==> config.mk <==
export PLATFORM = sky130hd
export DESIGN_NAME = tia_phase_tracker
export DESIGN_NICKNAME = d
export VERILOG_FILES = /design/src/rtl/tia_phase_tracker_pkg.sv /design/src/rtl/tia_interval_counter.sv /design/src/rtl/tia_phase_tracker.sv
export SDC_FILE = /design/constraint.sdc
export NUM_CORES = 1
export LEC_CHECK = 0
export BUFFER_PORTS_ARGS = -buffer_cell sky130_fd_sc_hd__buf_2
export CORE_MARGIN = 2
export CORE_UTILIZATION = 50
export CTS_CLUSTER_SIZE = 28
export DETAILED_ROUTE_END_ITERATION = 8
export PLACE_DENSITY_LB_ADDON = 0.3
export SLEW_MARGIN = 10
export SYNTH_ARGS = -nofsm -noshare
export SYNTH_HDL_FRONTEND = slang
export SYNTH_SLANG_ARGS = --single-unit
==> constraint.sdc <==
create_clock -name clk -period 2 [get_ports clk]
set_clock_uncertainty 0.2 [all_clocks]
set_input_delay 0.4 -clock clk [delete_from_list [all_inputs] [get_ports clk]]
set_output_delay 0.4 -clock clk [all_outputs]
set_load 0.02 [all_outputs]
==> src/rtl/tia_phase_tracker_pkg.sv <==
// Shared types for the phi0 phase tracker: FSM state encoding and interval width helper.
// The encodings (HUNT=0, ACQUIRE=1, LOCKED=2) are visible to any bench that imports this package.
package tia_phase_tracker_pkg;

  localparam int unsigned StateW = 2;

  typedef enum logic [StateW-1:0] {
    StHunt    = 2'd0,
    StAcquire = 2'd1,
    StLocked  = 2'd2
  } state_e;

  // Interval counter saturates at divisor+1, so it needs room for that value.
  function automatic int unsigned ivl_width(input int unsigned divisor);
    return $clog2(divisor + 2);
  endfunction

endpackage

==> src/rtl/tia_interval_counter.sv <==
// Rising-edge detector and saturating interval counter for phi_theta.
// interval is the count before this edge's update; timeout flags a saturated interval with no rise.
module tia_interval_counter #(
  parameter int unsigned DIVISOR = 3,
  parameter int unsigned IVL_W   = 3
) (
  input  logic             clk,
  input  logic             resphi0,
  input  logic             phi_theta,
  output logic             rise,
  output logic [IVL_W-1:0] interval,
  output logic             timeout
);

  localparam logic [IVL_W-1:0] IvlMax = IVL_W'(DIVISOR + 1);

  logic             prev_q;
  logic [IVL_W-1:0] ivl_q, ivl_d;

  // prev_q resets high so a phi_theta already high out of reset is not taken as a rise.
  always_ff @(posedge clk) begin
    if (resphi0) begin
      prev_q <= 1'b1;
      ivl_q  <= '0;
    end else begin
      prev_q <= phi_theta;
      ivl_q  <= ivl_d;
    end
  end

  // Edge detect and saturating interval update.
  always_comb begin
    rise = phi_theta & ~prev_q;
    if (rise) begin
      ivl_d = IVL_W'(1);
    end else if (ivl_q == IvlMax) begin
      ivl_d = ivl_q;
    end else begin
      ivl_d = ivl_q + IVL_W'(1);
    end
  end

  assign interval = ivl_q;
  assign timeout  = (ivl_q == IvlMax) && !rise;

endmodule

==> src/rtl/tia_phase_tracker.sv <==
// Receive side of the phi0 divider: qualifies lock on phi_theta, recovers the color-clock phase
// within each CPU cycle, strobes and counts CPU cycles, flags period faults.
// Optional high-width check enabled by defining TIA_PHASE_TRACKER_DUTY_CHECK_EN.
module tia_phase_tracker
  import tia_phase_tracker_pkg::*;
#(
  parameter int unsigned DIVISOR    = 3,
  parameter int unsigned LOCK_COUNT = 4,
  parameter int unsigned CNT_W      = 8
) (
  input  logic             clk,
  input  logic             resphi0,
  input  logic             phi_theta,
  output logic             locked,
  output logic [1:0]       phase,
  output logic             cpu_strobe,
  output logic [CNT_W-1:0] cpu_cycles,
  output logic             period_error,
  output logic             duty_error
);

  localparam int unsigned IvlW      = ivl_width(DIVISOR);
  localparam int unsigned GoodW     = $clog2(LOCK_COUNT + 1);
  localparam logic [1:0]  PhaseLast = 2'(DIVISOR - 1);

  logic            rise;
  logic [IvlW-1:0] interval;
  logic            timeout;
  logic            good_ivl;

  state_e             state_q, state_d;
  logic [GoodW-1:0]   good_q, good_d;
  logic               strobe_d, perr_d;
  logic               locked_q, strobe_q, perr_q;
  logic [1:0]         phase_q;
  logic [CNT_W-1:0]   cycles_q;

  tia_interval_counter #(
    .DIVISOR (DIVISOR),
    .IVL_W   (IvlW)
  ) u_interval (
    .clk       (clk),
    .resphi0   (resphi0),
    .phi_theta (phi_theta),
    .rise      (rise),
    .interval  (interval),
    .timeout   (timeout)
  );

  // Lock FSM next state, good-interval count and one-cycle event pulses.
  always_comb begin
    state_d  = state_q;
    good_d   = good_q;
    strobe_d = 1'b0;
    perr_d   = 1'b0;
    good_ivl = (interval == IvlW'(DIVISOR));
    unique case (state_q)
      StHunt: begin
        if (rise) begin
          state_d = StAcquire;
          good_d  = '0;
        end
      end
      StAcquire: begin
        if (rise) begin
          if (!good_ivl) begin
            good_d = '0;
          end else if (good_q == GoodW'(LOCK_COUNT - 1)) begin
            state_d  = StLocked;
            good_d   = '0;
            strobe_d = 1'b1;
          end else begin
            good_d = good_q + GoodW'(1);
          end
        end else if (timeout) begin
          state_d = StHunt;
        end
      end
      StLocked: begin
        if (rise) begin
          if (good_ivl) begin
            strobe_d = 1'b1;
          end else begin
            perr_d  = 1'b1;
            state_d = StAcquire;
            good_d  = '0;
          end
        end else if (timeout) begin
          perr_d  = 1'b1;
          state_d = StHunt;
        end
      end
      default: state_d = StHunt;
    endcase
  end

  // State and registered outputs; phase and cycle count only live while locked.
  always_ff @(posedge clk) begin
    if (resphi0) begin
      state_q  <= StHunt;
      good_q   <= '0;
      locked_q <= 1'b0;
      strobe_q <= 1'b0;
      perr_q   <= 1'b0;
      phase_q  <= 2'd0;
      cycles_q <= '0;
    end else begin
      state_q  <= state_d;
      good_q   <= good_d;
      locked_q <= (state_d == StLocked);
      strobe_q <= strobe_d;
      perr_q   <= perr_d;
      if (state_d != StLocked || rise || phase_q == PhaseLast) begin
        phase_q <= 2'd0;
      end else begin
        phase_q <= phase_q + 2'd1;
      end
      if (state_d != StLocked) begin
        cycles_q <= '0;
      end else if (strobe_d) begin
        cycles_q <= cycles_q + CNT_W'(1);
      end
    end
  end

  assign locked       = locked_q;
  assign phase        = phase_q;
  assign cpu_strobe   = strobe_q;
  assign cpu_cycles   = cycles_q;
  assign period_error = perr_q;

`ifdef TIA_PHASE_TRACKER_DUTY_CHECK_EN
  localparam logic [IvlW-1:0] HighMax = IvlW'(DIVISOR + 1);

  logic [IvlW-1:0] high_q;
  logic [IvlW-1:0] width_ref_q;
  logic            duty_q;

  // High-width measurement; reference taken at the rise that enters LOCKED.
  always_ff @(posedge clk) begin
    if (resphi0) begin
      high_q      <= '0;
      width_ref_q <= '0;
      duty_q      <= 1'b0;
    end else begin
      if (rise) begin
        high_q <= IvlW'(1);
      end else if (phi_theta && high_q != HighMax) begin
        high_q <= high_q + IvlW'(1);
      end
      duty_q <= 1'b0;
      if (state_d != StLocked) begin
        width_ref_q <= '0;
      end else if (state_q != StLocked && rise) begin
        width_ref_q <= high_q;
      end else if (rise && high_q != width_ref_q) begin
        duty_q <= 1'b1;
      end
    end
  end

  assign duty_error = duty_q;
`else
  assign duty_error = 1'b0;
`endif

endmodule
[Yosys cells after proc, flatten, opt, wreduce, memory -nomap -nowiden]
Index checks and enable logic that the tools add are counted.
Storage, ports and cells
  register bits: 22
  word-level logic and storage cells: 67
Cells by class
  add/subtract/negate cells: 4
  eq/ne operators: 13
  mux-type cells: 26
  bitwise logic cells: 3
  reductions and logical operators: 11
Operator list (number)
  2-to-1 mux 3 bit: 6
  2-to-1 mux 2 bit: 7
  inequality test 2 bit, second input constant: 6
  2-to-1 mux 1 bit: 10
  one-hot mux 3 bit (3 select lines): 1
  adder 8 x 1 -> 8 bit, second input constant: 1
  OR reduction 2 bit: 4
  adder 3 x 1 -> 3 bit, second input constant: 2
  equality test 2 bit, second input constant: 3
  equality test 3 x 2 -> 1 bit, second input constant: 2
  one-hot mux 2 bit (3 select lines): 1
  AND reduction 5 bit: 1
  equality test 3 bit, second input constant: 1
  nonzero test 3 bit: 1
  adder 2 x 1 -> 2 bit, second input constant: 1
  equality test 2 x 1 -> 1 bit, second input constant: 1
  logical NOT 2 bit: 1
  logical OR 1 bit: 2
  NOT 1 bit: 2
  one-hot mux 1 bit (2 select lines): 1
  AND 1 bit: 1
  logical AND 1 bit: 1
  logical NOT 1 bit: 1

[Depth between registers and ports, before layout]
Gate-level depths: netlist (run 1).
  depth in word-level cells: 11
  gate-level depth with buffers: 8
  depth with buffers taken out: 7

[Hierarchy]
A second synthesis (run 1) with hierarchy kept.
Second synthesis, totals
  cell total of the unflattened synthesis: 126
  area total of the unflattened synthesis: 1222.4 um2
By module, submodules not included
  tia_phase_tracker: instances 1, cells an instance 104, area an instance 1021.0 um2, sequential area each 360.3 um2
  tia_interval_counter: instances 1, cells an instance 22, area an instance 201.4 um2, sequential area each 80.1 um2

[Worst setup path after synthesis (run 1)]
OpenSTA, ideal clock, no wires.
  kind: reg-to-reg
  from: register u_interval.ivl_q[0] (netlist: u_interval.interval[0])
  to: register phase_q[0] (netlist: phase[0])
  library setup time: 0.088 ns
  arrival: 1.522 ns
  required time: 1.712 ns
  path slack: 0.190 ns
  cell stages (with the launch flop): 9
  cells stage by stage: dfxtp_1 -> inv_1 -> ha_1 -> nand2_1 -> o211ai_1 -> a211oi_2 -> nand4_1 -> buf_6 -> nor4_4
On the way
  word-level cells in the longest chain between the ends: 9
RTL lines
  from (decl): line tia_interval_counter.sv:18  | logic [IVL_W-1:0] ivl_q, ivl_d;
  from (signal assigned): line tia_interval_counter.sv:27  | ivl_q <= ivl_d;
  equality test 3 bit: line tia_interval_counter.sv:44  | assign timeout = (ivl_q == IvlMax) && !rise;
  logical AND 1 bit: line tia_interval_counter.sv:44
  2-to-1 mux 2 bit: line tia_phase_tracker.sv:75, tia_phase_tracker.sv:88
  2-to-1 mux 2 bit (on tied branches): line tia_phase_tracker.sv:80, tia_phase_tracker.sv:65
  one-hot mux 2 bit (3 select lines) (*): line tia_phase_tracker.sv:57  | unique case (state_q)
  inequality test 2 bit (*): line tia_phase_tracker.sv:113  | if (state_d != StLocked || rise || phase_q == PhaseLast) begin
  logical OR 1 bit (*) (2 in a row): line tia_phase_tracker.sv:113
  OR reduction 2 bit (no source line) (*)
  to (signal assigned): line tia_phase_tracker.sv:116  | phase_q <= phase_q + 2'd1;
  to (decl): line tia_phase_tracker.sv:35  | logic [1:0] phase_q;
Every way passes the cells marked *; elsewhere a longest branch is shown, timed or not.
A chain may end at the register's enable or synchronous reset.

[Worst setup path after layout (run 1)]
Same ends and word-level chain as after synthesis.

==> summary.txt, run 1 <==
Outcome
  • Status: finished clean

Logic synthesis
  • Avg Inst Size Synth: 9.486 um2
  • Post-synth top area share: between 30% and 40%
  • Post-Syn Instances: 117
  • Synthesized area: 1110 um2
  • Most used DFF post-synth: dfxtp_1
  • FF+latch count, synth: 22
  • Yosys top cell by area: dfxtp_1
  • Post-synth EDFFs: 0
  • Library cells used by synthesis: 40
  • Async set-or-reset flop fraction in the synthesized netlist: 0%
  • Area contributors post-synth: dfxtp_1, ha_1, xor2_1
  • Seq/Total Area, Yosys: 39.68%
  • Warnings, synthesis: 0
  • Syn Nets: 130

Global routing
  • Global Route Usage Sum: 17.38%
  • Initial antenna violation count: 0
  • First-pass GRT wire length: 3484 um
  • Vias in the first global route: 788
  • Global route total overflow: 0
  • Largest net degree at the start of global routing: 14

Setup path
  • Worst r2r dst: phase[0]
  • Crit-path max FO: 10
  • Crit end category: flip-flop
  • FF-to-FF path depth: 8
  • WS Path Type: reg2reg
  • CP required: just over 2 ns
  • R2r setup slk: roughly 0.063 ns
  • CP arrival: 1.97 ns
  • Reg2reg start: u_interval.interval[0]
  • Crit start category: flip-flop

CTS
  • Clock sinks: 22
  • CTS root buffer: clkbuf_4
  • CTS tree: yes
  • Number of CTS-inserted buffers: 3
  • Clk pin slew, worst setup/hold paths: ~0.13 ns
  • # Post-CTS Setup Buffers: 0
  • Worst skew pair latency: 0.31 ns
  • Clk buf depth: 2
  • H-tree levels: 1

Floorplanning
  • Die width: 51.11 um
  • I/O Pins: 17
  • Starting Density: 51.66%
  • Die height: 51.11 um
  • Core ar.: 2148 um2
  • Core Rows: 17
  • Die Area: 2612 um2

Detailed routing
  • DRT iter0 DRCs: 17
  • # DRC: 0
  • DRT Wirelength: 2062 um
  • Via-to-Cell Ratio: between 5 and 6
  • Antenna-violating nets left: 0
  • DR pass1 iterations: 4
  • Vias: 865
  • Average wire per standard cell: roughly 13 um

STA
  • Max-slew violation count: 0
  • Crit share post-route: approximately 97%
  • Maximum clock rate: 516.3 MHz
  • Final setup margin: 0.06325 ns
  • Tmin final: 1.937 ns
  • Final hold vios: 0
  • Setup TNS: 0 ns
  • Setup violations, final: 0

Power and ir drop
  • Worst vdd ir: 0.0005458 V
  • Sw frac: a little under a quarter
  • Combinational share of power: 12.2%
  • Power Internal: around 710 uW
  • Leak: around 0.53 nW
  • Sequential share of power: 50.8%
  • Clock share of power: between 30% and 40%
  • Total power: 926.2 uW
  • Cell Pwr Density: roughly 730 nW/um2
  • Switching power: 220.8 uW

Flow run
  • MaxCap Viol Count: 0

Worst hold path
  • Worst Hold Class: in2reg
  • Worst Hold End: u_interval.prev_q
  • Hold_sp: phi_theta
  • Hold depth: 2

Final layout
  • Antenna Cells: 0
  • Filler cells: just under 200
  • Layout cells sized above 1: 28.57%
  • Post-route cell area: around 1300 um2
  • Final Net Count: 147
  • Area Growth Syn to Fin: 14.21%

Placement
  • Hpwl dp: 1475 um
  • Final Wtd Congestion: 0.8173
  • Placed Area: 1199 um2
  • I/O Buffers: 15
  • Pre-CTS setup slack: 0.08073 ns
-- cells in the final DEF (no fill, tap or decap), drive strengths merged, types with 4 or more instances in the layout --
cell type,Yosys,routed
dfxtp,22,22
buf,4,18
nor2,11,11
ha,10,10
inv,9,9
nand2,6,6
a21oi,6,6
xor2,5,5
nand4,5,5
nor3,4,4
a211oi,4,4
-- kinds of logic after synthesis --
| logic type | synth area share, % |
|---|---|
| flops | 39.68 |
| buf+inv | 6.989 |
| simple gates | 20.63 |
| other cells | 0.3379 |
| compound gates | 12.97 |
| xor+xnor | 6.314 |
| mux | 1.804 |
| fa+ha+maj | 11.27 |
-- Yosys cell counts, types with 2 or more instances --
cell type / count
a211oi_1: 2
a211oi_2: 2
a21oi_1: 5
buf_6: 2
dfxtp_1: 22
ha_1: 10
inv_1: 9
mux2i_1: 2
nand2_1: 6
nand3_1: 3
nand4_1: 5
nor2_1: 11
nor3_1: 4
o2111ai_1: 2
xnor2_1: 3
xor2_1: 5
-- power by group through the flow --
stage                     clock [mW]  sequential (mW)  combinational [mW]
after detailed placement           0            0.478               0.106
after floorplan                    0            0.478              0.0823
after CTS                      0.349            0.469               0.109
after global placement             0            0.476               0.101
final                          0.343            0.470               0.113
after global routing           0.368            0.473               0.127
-- timing repair --
item                                    in CTS  in global routing
endpoints found under the setup margin       0                 11
hold buffers                                 0                  0
resized for setup                            0                  9
-- critical path, stage by stage (launching register included) --
cell      delay, ns
dfxtp_2        0.38
inv_1          0.05
ha_1           0.22
nand2_2        0.12
o211ai_1       0.12
a211oi_2       0.24
nand4_1        0.18
buf_4          0.22
nor4_4         0.12
-- cell type report --
| type | count | area, um2 | share of cell area (%) |
|---|---|---|---|
| timing repair buffer | 18 | 97.59 | 7.700 |
| inverter | 9 | 33.78 | 2.665 |
| clock buffer | 3 | 22.52 | 1.777 |
| multi-input combinational | 80 | 604.3 | 47.68 |
| clock inverter | 1 | 30.03 | 2.369 |
| tap | 28 | 35.03 | 2.764 |
| sequential | 22 | 444.2 | 35.04 |
-- per-stage QoR --
stage / cells / util, % / hold WS, ns
after floorplan: 117 / - / 0.2497
after global placement: 157 / 55.79 / 0.2599
after detailed placement: 157 / 55.79 / 0.2809
after CTS: 161 / 58.24 / 0.08724
after global routing: 161 / 59.00 / 0.1024
final: 161 / 59.00 / 0.09170
-- layer usage --
layer  track usage (%)  part of all wire (%)  vias up
met5                 0                     0        -
li1                  -                     -      438
met4             8.108                   3.5        0
met2             26.84                    44       26
met1             23.76                    48      393
met3             2.632                   4.7        8
-- worst max path at each step --
stage | start | end | slack [ns]
2_1_floorplan | u_interval.interval[0] | phase[0] | 0.19
3_3_place_gp | u_interval.interval[0] | phase[0] | 0.15
3_5_place_dp | u_interval.interval[0] | phase[0] | 0.08
4_1_cts | u_interval.interval[0] | phase[0] | 0.02
5_1_grt | u_interval.interval[0] | cpu_cycles[4] | -0.03
6_report | u_interval.interval[0] | phase[0] | 0.06
-- flip-flops by register name, indices dropped and copies added (netlist names) --
signal and flops:
u_interval.prev_q 1, state_q 2, cpu_cycles 8, cpu_strobe 1, locked 1, phase 2, good_q 3, period_error 1
u_interval.interval 3
(Power assumes the default switching activity.)
==> run 2, diff against run 1 <==
Settings changed: CORE_ASPECT_RATIO set to 0.7, CORE_UTILIZATION 50 to 30.
==> summary.txt, run 2 (synthesis results as in run 1) <==
Outcome
  • Status: finished clean

Detailed routing
  • Average wire per standard cell: 11.45 um
  • Via-to-Cell Ratio: between 4 and 5
  • DRT Wirelength: 2107 um
  • Vias: ~860
  • DRT iter0 DRCs: 58
  • Antenna-violating nets left: 0
  • # DRC: 0
  • DR pass1 iterations: 4

Global routing
  • Initial antenna violation count: 0
  • Largest net degree at the start of global routing: 12
  • Global Route Usage Sum: 10.92%
  • Global route total overflow: 0
  • Vias in the first global route: 749
  • First-pass GRT wire length: approximately 3500 um

Floorplanning
  • Die Area: about 4200 um2
  • Starting Density: 31.39%
  • Die height: 54.89 um
  • I/O Pins: 17
  • Core Rows: 18
  • Core ar.: 3536 um2
  • Die width: 76.70 um

Final layout
  • Utilization after layout: 36.73%
  • Commonest non-fill, non-tap cell in the layout: dfxtp_1
  • Area Growth Syn to Fin: 17.02%
  • Multi-input combinational cell area: 608.1 um2
  • Final Net Count: 149
  • Antenna Cells: 0
  • Post-route cell area: 1299 um2
  • Max reg flops: 8
  • Commonest cells after routing, fill and taps aside: dfxtp_1, buf_2, nor2_1, inv_1, ha_1
  • Register area: around 440 um2
  • Filler cells: 368
  • Layout cells sized above 1: roughly a quarter

Setup path
  • WS Path Type: reg2reg
  • R2r setup slk: 0.13 ns
  • CP required: 1.97 ns
  • Crit-path max FO: 5
  • CP arrival: 1.84 ns
  • Crit end category: flip-flop
  • Crit start category: flip-flop

CTS
  • Hold_buf cts: 0
  • Number of CTS-inserted buffers: 3
  • Clock sinks: 22
  • CTS root buffer: clkbuf_8
  • Clk buf depth: 2
  • CTS tree: yes
  • Clk pin slew, worst setup/hold paths: around 0.07 ns
  • Worst skew pair latency: roughly 0.26 ns
  • H-tree levels: 1

STA
  • Maximum clock rate: 534.2 MHz
  • Setup violations, final: 0
  • Tmin final: 1.872 ns
  • Final hold vios: 0
  • Max-slew violation count: 0
  • Final setup margin: 0.1282 ns
  • Crit share post-route: 93.59%
  • RSZ-0062 raised after global routing: no
  • Setup TNS: 0 ns
  • Worst hold slack: 0.1513 ns

Power and ir drop
  • Worst vdd ir: 0.0002686 V
  • Switching power: 210.7 uW
  • Power Internal: roughly 640 uW
  • Sw frac: 24.77%
  • Combinational share of power: between 10% and 20%
  • Clock share of power: 31.2%
  • Sequential share of power: a little under three fifths
  • Cell Pwr Density: 655.2 nW/um2
  • Leak: 0.5368 nW

Flow run
  • MaxCap Viol Count: 0

Placement
  • Final Wtd Congestion: 0.8021
  • Pre-CTS setup slack: 0.07277 ns
  • Hpwl dp: 1562 um
  • Placed Area: 1241 um2
  • I/O Buffers: 15

Worst hold path
  • Worst Hold Class: in2reg
## run 2: changes by cell type in the layout (fill, tap and decap cells not counted), moves of 2 or more
cell / change
clkbuf_8: +3
dfxtp_2: -3
dfxtp_1: +3
ha_2: -2
buf_4: +2
clkbuf_4: -3
## run 2: worst max-delay path, cell delays in order, from the launching register on
cell and delay (ns):
dfxtp_1 0.36, inv_1 0.12, ha_1 0.26, o211ai_1 0.14
a211oi_2 0.25, nand4_1 0.14, buf_4 0.18, nor4_1 0.14
## run 2: power groups by stage
stage          clock [mW]  sequential, mW  combinational, mW
2_1_floorplan           0           0.478             0.0823
3_3_place_gp            0           0.477              0.106
3_5_place_dp            0           0.479              0.108
4_1_cts             0.285           0.468              0.109
5_1_grt             0.298           0.471              0.129
6_report            0.266           0.468              0.117
## run 2: layer usage
| layer | vias up | track usage, % | routed length, um | part of all wire (%) |
|---|---|---|---|---|
| met4 | 0 | 4.545 | 27 | 1.3 |
| li1 | 438 | - | - | - |
| met5 | - | 0 | 0 | 0 |
| met3 | 2 | 3.465 | 93 | 4.4 |
| met1 | 406 | 14.05 | 1070 | 51 |
| met2 | 17 | 17.25 | 916 | 43 |
## run 2: timing repair
| action | CTS | global route |
|---|---|---|
| buffers inserted | 0 | 0 |
| gates resized for setup | 0 | 4 |
| setup endpoints to repair | 0 | 11 |
## run 2: final cells by class
type / count / area share [%]
Sequential cell: 22 / 33.91
Tap cell: 50 / 4.817
Inverter: 9 / 2.601
Multi-Input combinational cell: 80 / 46.82
Clock buffer: 3 / 3.179
Timing Repair Buffer: 20 / 8.670
## run 2: worst paths after layout
path         startpoint                end  depth (start not counted)
max reg2reg  state_q[1]           phase[1]                          7
min reg2reg    phase[0]           phase[0]                          1
min           phi_theta  u_interval.prev_q                          2
max          state_q[1]           phase[1]                          7
## run 2: per-stage QoR
stage / total power, mW / instances
3_5_place_dp: 0.5870 / 181
3_3_place_gp: 0.5828 / 181
6_report: 0.8509 / 184
5_1_grt: 0.8983 / 184
2_1_floorplan: 0.5606 / 117
4_1_cts: 0.8617 / 184
